## config.mk

```make
export PLATFORM = sky130hd
export DESIGN_NAME = eth_udp_tx_flat
export DESIGN_NICKNAME = d
export VERILOG_FILES = /design/src/rtl/eth_udp_tx_pkg.sv /design/src/rtl/eth_udp_tx_if.sv /design/src/rtl/eth_udp_tx_crc32_d8.sv /design/src/rtl/eth_udp_tx.sv /design/src/flat_wrapper.sv
export SDC_FILE = /design/constraint.sdc
export NUM_CORES = 1
export LEC_CHECK = 0
export ABC_AREA = 0
export BUFFER_PORTS_ARGS = -buffer_cell sky130_fd_sc_hd__buf_2
export CAP_MARGIN = 20
export CORE_UTILIZATION = 55
export CTS_BUF_LIST = sky130_fd_sc_hd__clkbuf_4 sky130_fd_sc_hd__clkbuf_8 sky130_fd_sc_hd__clkbuf_16
export DETAILED_ROUTE_END_ITERATION = 6
export PLACE_DENSITY = 0.73
export SYNTH_ARGS = -nofsm -noshare
export SYNTH_HDL_FRONTEND = slang
export SYNTH_SLANG_ARGS = --single-unit
```

## constraint.sdc

```tcl
create_clock -name clk -period 9 [get_ports clk]
set_input_delay 1.8 -clock clk [delete_from_list [all_inputs] [get_ports clk]]
set_output_delay 1.8 -clock clk [all_outputs]
set_load 0.05 [all_outputs]
```

## src/rtl/eth_udp_tx_pkg.sv

```systemverilog
// Shared types and constants for the Ethernet/IPv4/UDP transmit path.
// Header layouts are packed structs so that the MSB of each struct is the first byte on the wire.
package eth_udp_tx_pkg;

    typedef enum logic [3:0] {
        TX_IDLE,
        TX_PREAMBLE,
        TX_ETH_HDR,
        TX_IP_HDR,
        TX_UDP_HDR,
        TX_PAYLOAD,
        TX_PAD,
        TX_FCS,
        TX_IFG
    } eth_tx_states;

    localparam logic [15:0] ETHERTYPE_IPV4   = 16'h0800;
    localparam logic [7:0]  IP_PROTO_UDP     = 8'h11;
    localparam logic [7:0]  PREAMBLE_BYTE    = 8'h55;
    localparam logic [7:0]  SFD_BYTE         = 8'hD5;
    localparam logic [31:0] CRC32_POLY_REFL  = 32'hEDB88320;
    localparam int          MIN_PAYLOAD_AREA = 46;

    localparam logic [15:0] MAX_PAYLOAD    = 16'd1472;
    localparam logic [15:0] IP_UDP_HDR_LEN = 16'd28;
    localparam logic [15:0] UDP_HDR_LEN    = 16'd8;
    localparam logic [15:0] MIN_PAYLOAD    = 16'(MIN_PAYLOAD_AREA - 28);

    typedef struct packed {
        logic [47:0] dst_mac;
        logic [47:0] src_mac;
        logic [15:0] ethertype;
    } eth_hdr_t;

    typedef struct packed {
        logic [7:0]  ver_ihl;
        logic [7:0]  tos;
        logic [15:0] tot_len;
        logic [15:0] ident;
        logic [15:0] flags_frag;
        logic [7:0]  ttl;
        logic [7:0]  proto;
        logic [15:0] csum;
        logic [31:0] src_ip;
        logic [31:0] dst_ip;
    } ipv4_hdr_t;

    typedef struct packed {
        logic [15:0] src_port;
        logic [15:0] dst_port;
        logic [15:0] length;
        logic [15:0] csum;
    } udp_hdr_t;

    // Checksum field is forced to zero before summing, so callers may pass a live header.
    function automatic logic [15:0] ipv4_csum(input ipv4_hdr_t h);
        logic [159:0] flat;
        logic [19:0]  sum;
        h.csum = '0;
        flat   = h;
        sum    = '0;
        for (int i = 0; i < 10; i++) begin
            sum = sum + {4'b0, flat[16*i +: 16]};
        end
        sum = {4'b0, sum[15:0]} + {16'b0, sum[19:16]};
        sum = {4'b0, sum[15:0]} + {16'b0, sum[19:16]};
        return ~sum[15:0];
    endfunction

endpackage

```

## src/rtl/eth_udp_tx_if.sv

```systemverilog
// Request, payload-pull and frame-byte streams of the UDP transmitter.
// slave is the transmitter side; master is the user/serializer side.
interface eth_udp_tx_if;
    logic        start;
    logic [47:0] dest_mac;
    logic [31:0] dest_ip;
    logic [15:0] dest_port;
    logic [15:0] payload_len;
    logic        busy;

    logic [7:0]  pay_data;
    logic        pay_valid;
    logic        pay_ready;

    logic [7:0]  tx_byte;
    logic        tx_valid;
    logic        tx_ready;
    logic        tx_last;
    logic        tx_underrun;

    modport slave (
        input  start, dest_mac, dest_ip, dest_port, payload_len,
        input  pay_data, pay_valid, tx_ready,
        output busy, pay_ready, tx_byte, tx_valid, tx_last, tx_underrun
    );

    modport master (
        output start, dest_mac, dest_ip, dest_port, payload_len,
        output pay_data, pay_valid, tx_ready,
        input  busy, pay_ready, tx_byte, tx_valid, tx_last, tx_underrun
    );
endinterface

```

## src/rtl/eth_udp_tx_crc32_d8.sv

```systemverilog
// One byte of reflected CRC-32 per call, purely combinational; reused by the RX FCS checker.
// Latency: 0 cycles. Backpressure: none, the caller decides when to register crc_out.
module crc32_d8
    import eth_udp_tx_pkg::*;
(
    input  logic [31:0] crc_in,
    input  logic [7:0]  data,
    output logic [31:0] crc_out
);

    logic [31:0] stage [0:8];

    assign stage[0] = crc_in ^ {24'h0, data};

    for (genvar i = 0; i < 8; i++) begin : g_bit
        assign stage[i+1] = stage[i][0] ? ((stage[i] >> 1) ^ CRC32_POLY_REFL) : (stage[i] >> 1);
    end

    assign crc_out = stage[8];

endmodule

```

## src/rtl/eth_udp_tx.sv

```systemverilog
// Builds one Ethernet II/IPv4/UDP frame per accepted start: preamble, headers, payload, pad, FCS, IFG.
// Latency: first preamble byte is offered the cycle after start is accepted, then one byte per transfer.
// Backpressure: all byte counters advance only on tx_valid&tx_ready; payload is pulled only while tx_ready.
module eth_udp_tx
    import eth_udp_tx_pkg::*;
#(
    parameter logic [47:0] FPGA_MAC   = 48'h00_1A_2B_3C_4D_5E,
    parameter logic [31:0] FPGA_IP    = 32'hC0_00_02_92,
    parameter logic [15:0] FPGA_PORT  = 16'd5005,
    parameter logic [7:0]  IP_TTL     = 8'd64,
    parameter int          IFG_CYCLES = 48
) (
    input  logic        clk,
    input  logic        reset,
    eth_udp_tx_if.slave bus
);

    localparam logic [15:0] IFG_LAST = 16'(IFG_CYCLES - 1);

    eth_tx_states state, state_nxt;
    logic [15:0]  cnt, cnt_nxt;

    logic [47:0]  mac_q;
    logic [31:0]  ip_q;
    logic [15:0]  port_q;
    logic [15:0]  len_q;
    logic [15:0]  ident;
    logic [15:0]  csum_q;
    logic [31:0]  crc, crc_step, fcs;

    eth_hdr_t     eth_hdr;
    ipv4_hdr_t    ip_hdr;
    udp_hdr_t     udp_hdr;
    logic [111:0] eth_vec;
    logic [159:0] ip_vec;
    logic [63:0]  udp_vec;

    logic         start_ok, xfer, last_in_state, crc_en;
    logic [15:0]  pad_len;

    assign start_ok = bus.start && (bus.payload_len <= MAX_PAYLOAD);
    assign xfer     = bus.tx_valid && bus.tx_ready;
    assign pad_len  = MIN_PAYLOAD - len_q;
    assign crc_en   = state inside {TX_ETH_HDR, TX_IP_HDR, TX_UDP_HDR, TX_PAYLOAD, TX_PAD};
    assign fcs      = ~crc;

    always_comb begin
        eth_hdr.dst_mac    = mac_q;
        eth_hdr.src_mac    = FPGA_MAC;
        eth_hdr.ethertype  = ETHERTYPE_IPV4;

        ip_hdr.ver_ihl     = 8'h45;
        ip_hdr.tos         = 8'h00;
        ip_hdr.tot_len     = len_q + IP_UDP_HDR_LEN;
        ip_hdr.ident       = ident;
        ip_hdr.flags_frag  = 16'h4000;
        ip_hdr.ttl         = IP_TTL;
        ip_hdr.proto       = IP_PROTO_UDP;
        ip_hdr.csum        = csum_q;
        ip_hdr.src_ip      = FPGA_IP;
        ip_hdr.dst_ip      = ip_q;

        udp_hdr.src_port   = FPGA_PORT;
        udp_hdr.dst_port   = port_q;
        udp_hdr.length     = len_q + UDP_HDR_LEN;
        udp_hdr.csum       = 16'h0000;

        eth_vec = eth_hdr;
        ip_vec  = ip_hdr;
        udp_vec = udp_hdr;
    end

    crc32_d8 u_crc (
        .crc_in  (crc),
        .data    (bus.tx_byte),
        .crc_out (crc_step)
    );

    always_comb begin
        last_in_state = 1'b0;
        case (state)
            TX_PREAMBLE: last_in_state = (cnt == 16'd7);
            TX_ETH_HDR:  last_in_state = (cnt == 16'd13);
            TX_IP_HDR:   last_in_state = (cnt == 16'd19);
            TX_UDP_HDR:  last_in_state = (cnt == 16'd7);
            TX_PAYLOAD:  last_in_state = (cnt == len_q - 16'd1);
            TX_PAD:      last_in_state = (cnt == pad_len - 16'd1);
            TX_FCS:      last_in_state = (cnt == 16'd3);
            default:     last_in_state = 1'b0;
        endcase
    end

    always_comb begin
        state_nxt = state;
        cnt_nxt   = cnt;
        case (state)
            TX_IDLE: begin
                if (start_ok) begin
                    state_nxt = TX_PREAMBLE;
                    cnt_nxt   = '0;
                end
            end
            TX_IFG: begin
                if (cnt == IFG_LAST) begin
                    state_nxt = TX_IDLE;
                    cnt_nxt   = '0;
                end else begin
                    cnt_nxt = cnt + 16'd1;
                end
            end
            default: begin
                if (xfer) begin
                    if (last_in_state) begin
                        cnt_nxt = '0;
                        case (state)
                            TX_PREAMBLE: state_nxt = TX_ETH_HDR;
                            TX_ETH_HDR:  state_nxt = TX_IP_HDR;
                            TX_IP_HDR:   state_nxt = TX_UDP_HDR;
                            TX_UDP_HDR:  state_nxt = (len_q != 16'd0) ? TX_PAYLOAD : TX_PAD;
                            TX_PAYLOAD:  state_nxt = (len_q < MIN_PAYLOAD) ? TX_PAD : TX_FCS;
                            TX_PAD:      state_nxt = TX_FCS;
                            TX_FCS:      state_nxt = TX_IFG;
                            default:     state_nxt = TX_IDLE;
                        endcase
                    end else begin
                        cnt_nxt = cnt + 16'd1;
                    end
                end
            end
        endcase
    end

    // Underrun substitutes a zero byte so the frame length fixed by the header never changes.
    always_comb begin
        bus.busy        = (state != TX_IDLE);
        bus.tx_valid    = state inside {TX_PREAMBLE, TX_ETH_HDR, TX_IP_HDR, TX_UDP_HDR,
                                        TX_PAYLOAD, TX_PAD, TX_FCS};
        bus.tx_last     = (state == TX_FCS) && (cnt == 16'd3);
        bus.pay_ready   = (state == TX_PAYLOAD) && bus.tx_ready;
        bus.tx_underrun = bus.pay_ready && !bus.pay_valid;
        bus.tx_byte     = 8'h00;
        case (state)
            TX_PREAMBLE: bus.tx_byte = (cnt == 16'd7) ? SFD_BYTE : PREAMBLE_BYTE;
            TX_ETH_HDR:  bus.tx_byte = eth_vec[{4'd13 - cnt[3:0], 3'b000} +: 8];
            TX_IP_HDR:   bus.tx_byte = ip_vec[{5'd19 - cnt[4:0], 3'b000} +: 8];
            TX_UDP_HDR:  bus.tx_byte = udp_vec[{3'd7 - cnt[2:0], 3'b000} +: 8];
            TX_PAYLOAD:  bus.tx_byte = bus.pay_valid ? bus.pay_data : 8'h00;
            TX_FCS:      bus.tx_byte = fcs[{cnt[1:0], 3'b000} +: 8];
            default:     bus.tx_byte = 8'h00;
        endcase
    end

    always_ff @(posedge clk) begin
        if (reset) begin
            state  <= TX_IDLE;
            cnt    <= '0;
            mac_q  <= '0;
            ip_q   <= '0;
            port_q <= '0;
            len_q  <= '0;
            ident  <= '0;
            csum_q <= '0;
            crc    <= '1;
        end else begin
            state <= state_nxt;
            cnt   <= cnt_nxt;
            if (state == TX_IDLE && start_ok) begin
                mac_q  <= bus.dest_mac;
                ip_q   <= bus.dest_ip;
                port_q <= bus.dest_port;
                len_q  <= bus.payload_len;
                crc    <= '1;
            end else if (xfer && crc_en) begin
                crc <= crc_step;
            end
            // Header fields are frozen during the preamble, so the checksum settles well before IP byte 10.
            if (state == TX_PREAMBLE) begin
                csum_q <= ipv4_csum(ip_hdr);
            end
            if (state == TX_IFG && state_nxt == TX_IDLE) begin
                ident <= ident + 16'd1;
            end
        end
    end

endmodule
```

## src/flat_wrapper.sv

```systemverilog
// flat-port wrapper written by rule: the top's interface ports become plain ports
module eth_udp_tx_flat import eth_udp_tx_pkg::*;
#(
    parameter logic [47:0] FPGA_MAC   = 48'h00_1A_2B_3C_4D_5E,
    parameter logic [31:0] FPGA_IP    = 32'hC0_00_02_92,
    parameter logic [15:0] FPGA_PORT  = 16'd5005,
    parameter logic [7:0]  IP_TTL     = 8'd64,
    parameter int          IFG_CYCLES = 48
)
  (clk, reset, bus_start, bus_dest_mac, bus_dest_ip, bus_dest_port, bus_payload_len, bus_pay_data, bus_pay_valid, bus_tx_ready, bus_busy, bus_pay_ready, bus_tx_byte, bus_tx_valid, bus_tx_last, bus_tx_underrun);
  eth_udp_tx_if bus_i ();
  input  logic clk;
  input  logic reset;
  input wire logic [$bits(bus_i.start)-1:0] bus_start;
  input wire logic [$bits(bus_i.dest_mac)-1:0] bus_dest_mac;
  input wire logic [$bits(bus_i.dest_ip)-1:0] bus_dest_ip;
  input wire logic [$bits(bus_i.dest_port)-1:0] bus_dest_port;
  input wire logic [$bits(bus_i.payload_len)-1:0] bus_payload_len;
  input wire logic [$bits(bus_i.pay_data)-1:0] bus_pay_data;
  input wire logic [$bits(bus_i.pay_valid)-1:0] bus_pay_valid;
  input wire logic [$bits(bus_i.tx_ready)-1:0] bus_tx_ready;
  output wire logic [$bits(bus_i.busy)-1:0] bus_busy;
  output wire logic [$bits(bus_i.pay_ready)-1:0] bus_pay_ready;
  output wire logic [$bits(bus_i.tx_byte)-1:0] bus_tx_byte;
  output wire logic [$bits(bus_i.tx_valid)-1:0] bus_tx_valid;
  output wire logic [$bits(bus_i.tx_last)-1:0] bus_tx_last;
  output wire logic [$bits(bus_i.tx_underrun)-1:0] bus_tx_underrun;
  assign bus_i.start = bus_start;
  assign bus_i.dest_mac = bus_dest_mac;
  assign bus_i.dest_ip = bus_dest_ip;
  assign bus_i.dest_port = bus_dest_port;
  assign bus_i.payload_len = bus_payload_len;
  assign bus_i.pay_data = bus_pay_data;
  assign bus_i.pay_valid = bus_pay_valid;
  assign bus_i.tx_ready = bus_tx_ready;
  assign bus_busy = bus_i.busy;
  assign bus_pay_ready = bus_i.pay_ready;
  assign bus_tx_byte = bus_i.tx_byte;
  assign bus_tx_valid = bus_i.tx_valid;
  assign bus_tx_last = bus_i.tx_last;
  assign bus_tx_underrun = bus_i.tx_underrun;
  eth_udp_tx #(.FPGA_MAC(FPGA_MAC), .FPGA_IP(FPGA_IP), .FPGA_PORT(FPGA_PORT), .IP_TTL(IP_TTL), .IFG_CYCLES(IFG_CYCLES)) u_core (.clk(clk), .reset(reset), .bus(bus_i));
endmodule
```

# --- Yosys cells after proc, flatten, opt, wreduce, memory -nomap -nowiden ---
# Index checks and enable logic that the tools add are counted.
word_totals:
  mem_bits_rw: 0
  n_memories: 0
  ff_bits: 196
  mem_bits_ro: 0
  out_inout_bits: 13
  latchBits: 0
classes:
  mul: 0
  addsub: 20
  order_cmp: 2
  n_eq_ne: 16
  reduce_logical: 19
  shifts: 4
  bitwise_logic: 11
  div_mod_pow: 0
  mux: 25
ops:
  columns: ["cell", "count"]
  rows:
  - ["$mux W32", 8]
  - ["$shiftx A160 B9 Y8", 1]
  - ["$not A13 Y14", 8]
  - ["$shiftx A112 B8 Y8", 1]
  - ["$mux W16", 4]
  - ["$shiftx A64 B7 Y8", 1]
  - ["$add A20 B15 Y20 const B", 3]
  - ["$pmux W8 S6", 1]
  - ["$add A20 B16 Y20", 2]
  - ["$add A16 B1 Y16 const B", 2]
  - ["$eq A16 B16 Y1", 2]
  - ["$not A32 Y32", 1]
  - ["$pmux W16 S2", 1]
  - ["$shiftx A32 B6 Y8", 1]
  - ["$sub A16 B1 Y16 const B", 2]
  - ["$xor A32 B8 Y32", 1]
  - ["$pmux W4 S7", 1]
  - ["$add A20 B10 Y20 const B", 1]
  - ["$add A20 B16 Y20 const B", 1]
  - ["$add A16 B16 Y17", 1]
  - ["$add A16 B4 Y17", 1]
  - ["$add A16 B4 Y16", 1]
  - ["$add A16 B4 Y16 const B", 1]
  - ["$add A16 B5 Y16 const B", 1]
  - ["other kinds (33)", 50]

# --- Longest topological paths before layout ---
# Gate-level depths: netlist (run 1).
depth:
  ltp_word: 20
  depth_mapped: 44
  ltp_nobuf: 44

# --- Cells and area by module ---
# A second synthesis (run 1) with hierarchy kept.
hier_totals:
  cells_unflattened: 1808
  area_unflattened_um2: 14198.6
modules_own_cells:
  columns: ["mod", "seq_area_each_um2", "instances", "cells_each", "area_each_um2"]
  rows:
  - ["eth_udp_tx", 3923.8, 1, 1735, 13377.8]
  - ["crc32_d8", 0.0, 1, 73, 820.8]

# --- Worst setup path before layout (run 1) ---
# Ideal clock, no wire load.
synth_path:
  kind: "register to register"
  start: "reg u_core.ip_q[0]"
  end: "reg u_core.csum_q[15]"
  path_stages_with_launch: 45
  arrival_time_ns: 7.904
  period_less_slack_ns: 8.005
  setup_slack_ns: 0.995
  n_path_buf: 0
  t_required_ns: 8.899
  path_cell_list: "dfxtp_1 > ha_1 > inv_1 > fa_1 > nor2b_1 > o21ai_0 > a21boi_0 > o21ai_0 > a21boi_0 > o21ai_0 > a21o_1 > nand2b_1 > xnor2_1 > ha_1 > inv_1 > fa_1 > ha_1 > and3_1 > [9 not listed] > xor2_1 > fa_1 > nand2b_1 > a21oi_1 > nand2_1 > nor2_1 > and3_1 > nand4_1 > nor2_1 > ha_1 > and3_1 > and4_1 > nand2_1 > a31oi_1 > and4_1 > nand2b_1 > and3_1 > o41ai_1"
synth_between:
  elab_chain_len: 11
synth_lines:
  columns: ["element", "line_no", "text"]
  rows:
  - ["from (decl)", "eth_udp_tx.sv:24", "logic [31:0] ip_q;"]
  - ["from (signal assigned)", "eth_udp_tx.sv:169", "ip_q <= bus.dest_ip;"]
  - ["$add A16 B16 Y17", "eth_udp_tx_pkg.sv:63", "sum = sum + {4'b0, flat[16*i +: 16]};"]
  - ["$add A20 B10 Y20", "eth_udp_tx_pkg.sv:63", null]
  - ["$add A20 B16 Y20", "eth_udp_tx_pkg.sv:63", null]
  - ["$add A20 B15 Y20 (2 in a row)", "eth_udp_tx_pkg.sv:63", null]
  - ["$add A20 B16 Y20 (2 in a row)", "eth_udp_tx_pkg.sv:63", null]
  - ["$add A20 B15 Y20", "eth_udp_tx_pkg.sv:63", null]
  - ["$add A16 B4 Y17", "eth_udp_tx_pkg.sv:65", "sum = {4'b0, sum[15:0]} + {16'b0, sum[19:16]};"]
  - ["$add A16 B4 Y16", "eth_udp_tx_pkg.sv:66", "sum = {4'b0, sum[15:0]} + {16'b0, sum[19:16]};"]
  - ["$not A16 Y16", "eth_udp_tx_pkg.sv:67", "return ~sum[15:0];"]
  - ["to (signal assigned)", "eth_udp_tx.sv:178", "csum_q <= ipv4_csum(ip_hdr);"]
  - ["to (decl)", "eth_udp_tx.sv:28", "logic [15:0] csum_q;"]
# Every way passes these cells.
# A chain may end at the register's enable or synchronous reset.

# --- Final worst setup path (run 1) ---
layout_path:
  start: "reg u_core.ip_q[16]"
  end: "reg u_core.csum_q[13]"
# The elaborated chain is that of the path after synthesis.

==> results_dict.tcl, run 1 <==
set metrics [dict create \
    status "completed" \
    hold_viol_final 0 \
    slowest_stage "fa_1" \
    port_buffers 137 \
    mostFrequentLayoutCells "nand2_1 (325), dfxtp_1 (194), a21oi_1 (176), buf_2 (136), nor2_1 (107)" \
    synth_seq_cells 196 \
    ys_seq_area_share_pct 27.1 \
    io_pins 138 \
    setup_violations 0 \
    drc 0 \
    vias 13700 \
    placed_area_um2 15200 \
    maxSlewViolCount 0 \
    pwr-share-comb_pct 8.0 \
    switching_share_pct 29.4 \
    cts_hold_buf 0 \
    clock_skew_ps 23.8 \
    rows 58 \
    wl_um 44100 \
    clock-sinks 196 \
    syn_area_um2 14500 \
    layout_commonest_cell "nand2_1" \
    worst_setup_path_end_kind "register" \
    syn-num-nets 2042 \
    drive_above_1_share_pct 14.1 \
    antenna_violating_nets_post_route 0 \
    worstPathRequired_ps 9360 \
    ys.flop_type "dfxtp_1" \
    cts_buffers 17 \
    cts_tree "built" \
    grt_usage_pct 32.9 \
    fin_crit_ps 8490 \
    yosys.cell_types.count 85 \
    placed_cells 2184 \
    viasPerCell 6.18 \
    instances_no_fill 2220 \
    core_area_um2 25500 \
    p_leak_nw 6.21 \
    syn_inst 1821 \
    synthArstFlopShare_pct 0 \
    dr.pass1.iters 7 \
    crit_arrival_ps 8860 \
    maxCapViolations 0 \
    yosysTopAreaCell "dfxtp_1" \
    stdcell_area_um2 15900 \
    syn2layout_area_growth_pct 10.2 \
    start_util_pct 56.8 \
    layout.nets 2097 \
    grt_pass1_vias 12700 \
    cpPeakStageDelay_ps 510 \
    wl_per_cell_um 19.9 \
    yosys-top-cells-area "dfxtp_1 (27%), nand2_1 (8.5%), ha_1 (6.7%)" \
    avgSynthCellArea_um2 7.94 \
    grt_max_degree 96 \
    cts_buffer_depth 2 \
    grt_pass1_wl_um 68900 \
    overflow 0 \
    tightest_slew_ps 1060 \
    worst-path-max-fanout 7 \
    place.gp.congestion 0.973 \
    holdWs_ps 455 \
    p_switching_mw 0.557 \
    ys_warn_count 0 \
    synth-edff-count 0 \
    clkPwrFrac_pct 45.9 \
    period_share_pct 94.4 \
    cp-start-kind "register" \
    clk_latency_ps 460 \
    powerDensity_nw_per_um2 119 \
    root_buffer "clkbuf_16" \
    antenna_found_initial 1 \
    die_h_um 164 \
    peakVddDrop_v 0.000133 \
    path_clk_slew_ps 90 \
    synth_top_area_share_pct 27.1 \
    cts.htree.levels 4 \
    p_int_mw 1.34 \
    slew_headroom_pct 29.1 \
    fmax_mhz 118 \
    drt_iter0_drc 1427 \
    die-area_um2 26900 \
    dp_hpwl_um 32600 \
    die_w_um 164 \
    power.share.sequential_pct 46.1 \
    hold_path_class "reg2reg" \
    worstSetupPathType "reg2reg" \
]
==> per-stage QoR <==
step	setup TNS [ps]	power [mW]	setup WS [ps]	utilization [%]
5_1_grt	-69.0	1.95	-36.7	62.5
3_3_place_gp	0	1.04	394	59.7
2_1_floorplan	0	0.981	995	-
4_1_cts	0	1.89	38.5	62.3
3_5_place_dp	0	1.04	33.5	59.7
6_report	0	1.89	506	62.5
==> final timing paths <==
kind / slack (ps) / to / from / cells after the start
setup / recovery: 510 / u_core.csum_q[13]$_SDFFE_PP0P_ / u_core.ip_q[16]$_SDFFE_PP0P_ / 44
hold / removal: 460 / u_core.mac_q[47]$_SDFFE_PP0P_ / u_core.mac_q[47]$_SDFFE_PP0P_ / 2
hold reg to reg: 460 / u_core.mac_q[47]$_SDFFE_PP0P_ / u_core.mac_q[47]$_SDFFE_PP0P_ / 2
setup reg to reg: 510 / u_core.csum_q[13]$_SDFFE_PP0P_ / u_core.ip_q[16]$_SDFFE_PP0P_ / 44
==> critical path: cells and delay by family, from the launching register on <==
kind / cells / cell delay (ps)
compound gates: 17 / 3000
xor+xnor: 3 / 350
fa+ha+maj: 7 / 2380
buf+inv: 2 / 120
flops: 1 / 360
simple gates: 15 / 2180
==> synth_stat cells (all sizes together) (15+ instances only) <==
library cell	instances
a211oi	29
a21oi	179
and2	16
and3	15
buf	31
clkbuf	87
dfxtp	196
fa	18
ha	78
inv	69
mux2i	24
mux4	25
nand2	326
nand2b	21
nand3	44
nand4	17
nor2	111
nor2b	16
nor3	38
nor4	22
o211ai	40
o21ai	48
o31ai	15
xnor2	101
xor2	65
==> power by group through the flow <==
stage / combinational, mW / clock (mW) / sequential [mW]
finish: 0.152 / 0.869 / 0.873
global route: 0.166 / 0.908 / 0.874
CTS: 0.144 / 0.871 / 0.873
detailed placement: 0.143 / 0 / 0.893
global placement: 0.143 / 0 / 0.893
floorplan: 0.0892 / 0 / 0.892
==> kinds of logic after synthesis <==
group,share of synthesized area [%]
DFF,27.1
muxes,5.94
xor gates and xnor gates,11.1
adders and majority gates,9.24
and+or+nand+nor,21.9
AOI/OAI and AO/OA,19.4
buffers and inverters,5.25
==> metal layers <==
layer  up-vias  wire, um  part of all wire (%)  GRT usage, %
li1       6527         -                     -             -
met1      6489     18600                    42          43.6
met2       615     20500                    46          53.6
met3        91      3440                   7.8          4.97
met4         0      1630                   3.7          12.8
met5         -         0                     0             0
==> state kept, by name, indices dropped and copies added, names as in the netlist <==
name,count
u_core.cnt,16
u_core.crc,32
u_core.csum_q,16
u_core.ident,16
u_core.ip_q,32
u_core.len_q,16
u_core.mac_q,48
u_core.port_q,16
u_core.state,4
==> cell type report <==
| type | count | area [um^2] |
|---|---|---|
| antenna | 1 | 2.50 |
| inverter | 69 | 259 |
| sequential | 196 | 3930 |
| clock inverter | 15 | 240 |
| multi-input combinational | 1438 | 9840 |
| timing repair buffer | 154 | 816 |
| fill | 2242 | 9540 |
| tap | 330 | 413 |
| clock buffer | 17 | 425 |
==> repair_timing <==
action                     in CTS  in global routing
setup endpoints to repair       2                 11
pin swaps                       0                  4
setup buffers                   0                  3
resized for setup               1                 11
No activity file was read; power rests on OpenSTA's default activity.
==> run 2: changes to the inputs <==
Clock period 9 ns to 10.47 ns, I/O delays scaled along.
==> run 2 against run 1 <==
  * Flip-flop and latch count is the same
  * Clock-buffer cell count is the same
  * Clock power shrank 15%
  * Combinational power shrank 17%
  * Sequential power shrank 14%
  * First-iteration DRC count grew 9.0%
  * Sequential share of layout area grew 0.095 points
  * Core utilization shrank 0.24 points
  * Setup slack gained 810 ps
  * Register-to-register slack gained 810 ps
  * Critical endpoint is now u_core.csum_q[15]$_SDFFE_PP0P_
  * Highest routed layer unchanged
==> results_dict.tcl, run 2 (same netlist as run 1, synthesis figures left out) <==
set metrics [dict create \
    stdcell_area_um2 15900 \
    p_int_mw 1.15 \
    hold_viol_final 0 \
    period_share_pct 87.5 \
    clkPwrFrac_pct 45.8 \
    wl_um 43600 \
    maxCapViolations 0 \
    path_clk_slew_ps 90 \
    setup_tns_ps 0 \
    cts_tree "built" \
    mostFrequentLayoutCells "nand2_1 (326), dfxtp_1 (194), a21oi_1 (179), buf_2 (136), nor2_1 (109)" \
    slowest_stage "fa_1" \
    nFillCells 2292 \
    crit_arrival_ps 9510 \
    diodes 0 \
    clock_skew_ps 22.3 \
    top_register "u_core.mac_q" \
    hold_path_class "reg2reg" \
    root_buffer "clkbuf_16" \
    clock-sinks 196 \
    worstHoldPathCells 2 \
    fmax_mhz 109 \
    tightest_slew_ps 1070 \
    worstSetupPathType "reg2reg" \
    reg2reg_depth 44 \
    dp_hpwl_um 32100 \
    r2r_start "u_core.ip_q[0]$_SDFFE_PP0P_" \
    largest_reg_flops 48 \
    layout_commonest_cell "nand2_1" \
    post-route-util_pct 62.3 \
    grt_max_degree 109 \
    io_pins 138 \
    fin_crit_ps 9160 \
    dr.pass1.iters 6 \
    port_buffers 137 \
    antenna_violating_nets_post_route 0 \
    biggestRegsByFlops "u_core.mac_q x48, u_core.crc x32, u_core.ip_q x32" \
    drive_above_1_share_pct 13.3 \
    p_leak_nw 6.19 \
    maxSlewViolCount 0 \
    r2r_slack_ps 1310 \
    cp-start-kind "register" \
    worst-path-max-fanout 7 \
    powerDensity_nw_per_um2 102 \
    min_to "u_core.csum_q[9]$_SDFFE_PP0P_" \
    cts_hold_buf 0 \
    wl_per_cell_um 19.7 \
    worstPathRequired_ps 10820 \
    clk_latency_ps 460 \
    setup_violations 0 \
    p_switching_mw 0.472 \
    overflow 0 \
    die_w_um 164 \
    cts.htree.levels 4 \
    viasPerCell 6.18 \
    postCtsSetupRepairBufs 0 \
    cts_buffer_depth 2 \
    instances_no_fill 2213 \
    die-area_um2 26900 \
    rows 58 \
    slew_headroom_pct 28.7 \
    antenna_found_initial 0 \
    placed_area_um2 15200 \
    peakVddDrop_v 0.0000981 \
    cpPeakStageDelay_ps 450 \
    place.gp.congestion 1.00 \
    cts_repair_resize_count 0 \
    min_from "u_core.csum_q[9]$_SDFFE_PP0P_" \
    pwr-share-comb_pct 7.8 \
    rsz0062_at_grt "no" \
    switching_share_pct 29.2 \
    grt_pass1_wl_um 67900 \
    power.share.sequential_pct 46.4 \
    grt_pass1_vias 12400 \
    start_util_pct 56.8 \
    vias 13700 \
    placed_cells 2180 \
    timing.rr.end "u_core.csum_q[15]$_SDFFE_PP0P_" \
    worst_setup_path_end_kind "register" \
    cts_buffers 17 \
    layout.nets 2091 \
    core_area_um2 25500 \
    status "completed" \
    grt_usage_pct 32.5 \
    die_h_um 164 \
    syn2layout_area_growth_pct 9.74 \
    drt_iter0_drc 1556 \
    drc 0 \
]
-- run 2: metal layers --
layer / up-vias / track usage (%) / share of wire (%)
met5: - / 0 / 0
met4: 0 / 11.2 / 3.0
met3: 85 / 3.79 / 6.9
met2: 619 / 51.6 / 46
met1: 6451 / 45.4 / 44
li1: 6521 / - / -
-- run 2: critical path, delay by kind of cell (launching register included) --
kind	cells	cell delay, ps
compound gates	16	3180
fa+ha+maj	7	2270
flops	1	370
buf+inv	2	140
simple gates	17	2800
xor+xnor	2	290
-- run 2: power groups by stage --
stage | Clock [mW] | Combinational (mW) | Sequential (mW)
after floorplan | 0 | 0.0767 | 0.766
final | 0.740 | 0.126 | 0.751
after global routing | 0.781 | 0.138 | 0.751
after CTS | 0.750 | 0.124 | 0.750
after detailed placement | 0 | 0.123 | 0.768
after global placement | 0 | 0.124 | 0.768
-- run 2: cell type report --
class	instances	area [um^2]	share of cell area, %
multi-input cells	1438	9810	61.8
inverters	69	259	1.63
flip-flops and latches	196	3930	24.8
well taps	330	413	2.60
repair buffers	148	791	4.98
clock inverters	15	240	1.51
clock buffers	17	425	2.68
-- run 2: stage by stage --
| step | total power [mW] | hold WS [ps] | worst slack (ps) |
|---|---|---|---|
| global route | 1.67 | 476 | 484 |
| detailed placement | 0.891 | 446 | 1570 |
| CTS | 1.62 | 457 | 1410 |
| finish | 1.62 | 456 | 1310 |
| global placement | 0.892 | 438 | 1860 |
| floorplan | 0.843 | 431 | 2460 |
-- run 2: worst max path at each step --
stage,endpoint,from,slack [ps],cells after the start
after global routing,u_core.csum_q[15]$_SDFFE_PP0P_,u_core.ip_q[1]$_SDFFE_PP0P_,480,42
after detailed placement,u_core.csum_q[15]$_SDFFE_PP0P_,u_core.ip_q[0]$_SDFFE_PP0P_,1570,44
final,u_core.csum_q[15]$_SDFFE_PP0P_,u_core.ip_q[0]$_SDFFE_PP0P_,1310,44
after global placement,u_core.csum_q[15]$_SDFFE_PP0P_,u_core.ip_q[0]$_SDFFE_PP0P_,1860,44
after floorplan,u_core.csum_q[15]$_SDFFE_PP0P_,u_core.ip_q[0]$_SDFFE_PP0P_,2460,44
after CTS,u_core.csum_q[15]$_SDFFE_PP0P_,u_core.ip_q[0]$_SDFFE_PP0P_,1410,44
==> run 3: changes to the inputs <==
Settings changed: CAP_MARGIN 20 to 15, CORE_UTILIZATION 55 to 42, PLACE_DENSITY 0.73 to 0.58.
==> run 3 against run 2 <==
  * Critical path type unchanged
  * Setup slack better by 38 ps
  * Wire length up 4.2%
  * Flip-flop and latch count unchanged
==> results_dict.tcl, run 3 (same netlist as run 1, synthesis figures left out) <==
set metrics [dict create \
    seqCellArea_um2 3930 \
    cts_hold_buf 0 \
    clock_skew_ps 17.5 \
    fmax_mhz 110 \
    nFillCells 3430 \
    drt-met1-wl_um 20700 \
    hold_viol_final 0 \
    cts_buffers 17 \
    post-route-util_pct 47.1 \
    worst_setup_path_end_kind "register" \
    antenna_found_initial 1 \
    tightest_slew_ps 1140 \
    setup_tns_ps 0 \
    maxSlewViolCount 0 \
    drc 0 \
    wl_met2_um 20600 \
    die_h_um 188 \
    slew_headroom_pct 24.1 \
    cp.buffers_inverters 2 \
    top_register "u_core.mac_q" \
    timing.rr.end "u_core.csum_q[15]$_SDFFE_PP0P_" \
    hold_path_class "reg2reg" \
    layout_commonest_cell "nand2_1" \
    rows 67 \
    rsz0062_at_grt "no" \
    drt_iter0_drc 1246 \
    cp-endpoint "u_core.csum_q[15]$_SDFFE_PP0P_" \
    dr.pass1.iters 6 \
    die_w_um 188 \
    start_util_pct 42.9 \
    grt_usage_pct 26.0 \
    clk_latency_ps 460 \
    path_clk_slew_ps 80 \
    fin_crit_ps 9120 \
    overflow 0 \
    multi_input_area_um2 9820 \
    cts.htree.levels 4 \
    core_area_um2 33700 \
    crit_family "compound AO/OA/AOI/OAI gates" \
    p_leak_nw 6.13 \
    viasPerCell 5.80 \
    grt_max_degree 107 \
    grt_pass1_wl_um 71900 \
    mostFrequentLayoutCells "nand2_1 (326), dfxtp_1 (194), a21oi_1 (179), buf_2 (136), nor2_1 (109)" \
    postCtsSetupRepairBufs 0 \
    slowest_stage "fa_1" \
    place.gp.congestion 0.955 \
    vias 13500 \
    cp-start-kind "register" \
    cp.depth 44 \
    drive_above_1_share_pct 13.2 \
    grt_pass1_vias 12600 \
    cts_repair_resize_count 0 \
    status "completed" \
    die-area_um2 35200 \
    powerDensity_nw_per_um2 96.4 \
    wl_um 45400 \
    worstSetupPathType "reg2reg" \
    crit_arrival_ps 9470 \
    peakVddDrop_v 0.000116 \
    clock-sinks 196 \
    wl_per_cell_um 19.5 \
    worst-path-max-fanout 7 \
    syn2layout_area_growth_pct 9.83 \
    port_buffers 137 \
    largest_reg_flops 48 \
    root_buffer "clkbuf_16" \
    cts_buffer_depth 2 \
    reg2reg_depth 44 \
    crit_start "u_core.ip_q[0]$_SDFFE_PP0P_" \
    biggestRegsByFlops "u_core.mac_q x48, u_core.crc x32, u_core.ip_q x32" \
    io_pins 138 \
    diodes 0 \
    met3WireLength_um 3140 \
    dp_hpwl_um 34000 \
    antenna_violating_nets_post_route 0 \
    r2r_start "u_core.ip_q[0]$_SDFFE_PP0P_" \
    highest_layer "met4" \
    r2r_slack_ps 1350 \
    layout.nets 2089 \
    setup_violations 0 \
    period_share_pct 87.1 \
    cts_tree "built" \
    cpPeakStageDelay_ps 460 \
    maxCapViolations 0 \
    worstPathRequired_ps 10830 \
]
run 3: how the worst min path moves through the flow:
stage                                         startpoint  cells past startpoint                             end  slack, ps
after floorplan           u_core.csum_q[11]$_SDFFE_PP0P_                      2  u_core.csum_q[11]$_SDFFE_PP0P_        430
after detailed placement   u_core.mac_q[23]$_SDFFE_PP0P_                      2   u_core.mac_q[23]$_SDFFE_PP0P_        440
final                      u_core.mac_q[23]$_SDFFE_PP0P_                      2   u_core.mac_q[23]$_SDFFE_PP0P_        450
after CTS                  u_core.mac_q[23]$_SDFFE_PP0P_                      2   u_core.mac_q[23]$_SDFFE_PP0P_        450
after global routing       u_core.mac_q[16]$_SDFFE_PP0P_                      2   u_core.mac_q[16]$_SDFFE_PP0P_        470
after global placement      u_core.mac_q[1]$_SDFFE_PP0P_                      2    u_core.mac_q[1]$_SDFFE_PP0P_        440
run 3: worst register-to-register path, delay by kind of cell (launching register included):
kind	cells	cell delay [ps]
AOI/OAI and AO/OA	16	3060
and+or+nand+nor	17	2890
adders and majority gates	7	2300
DFF	1	370
xor gates and xnor gates	2	290
buffers and inverters	2	130
run 3: stage by stage:
stage                     total power, mW  instances  hold slack (ps)  setup slack (ps)  instance area, um^2
after floorplan                     0.843       1821              431              2460                14500
after global placement              0.892       2297              439              1760                15300
after detailed placement            0.892       2297              444              1520                15300
after CTS                            1.55       2329              455              1480                15900
after global routing                 1.59       2329              469               506                15900
final                                1.53       2329              453              1350                15900
run 3: layout make-up:
cell class,count,area share [%]
clock buffer,19,2.81
clock inverter,13,0.717
inverter,69,1.63
multi-input combinational,1438,61.8
sequential,196,24.7
tap,448,3.53
timing repair buffer,146,4.76
run 3: metal layers:
layer	global-route usage, %	vias to the layer above
met5	0	-
met4	6.79	0
met3	5.02	58
met2	41.0	467
met1	36.3	6468
li1	-	6513
run 3: power breakdown:
group / internal [mW] / switching (mW)
Combinational: 0.0498 / 0.0765
Sequential: 0.747 / 0.00312
Clock: 0.322 / 0.332
Total: 1.12 / 0.412
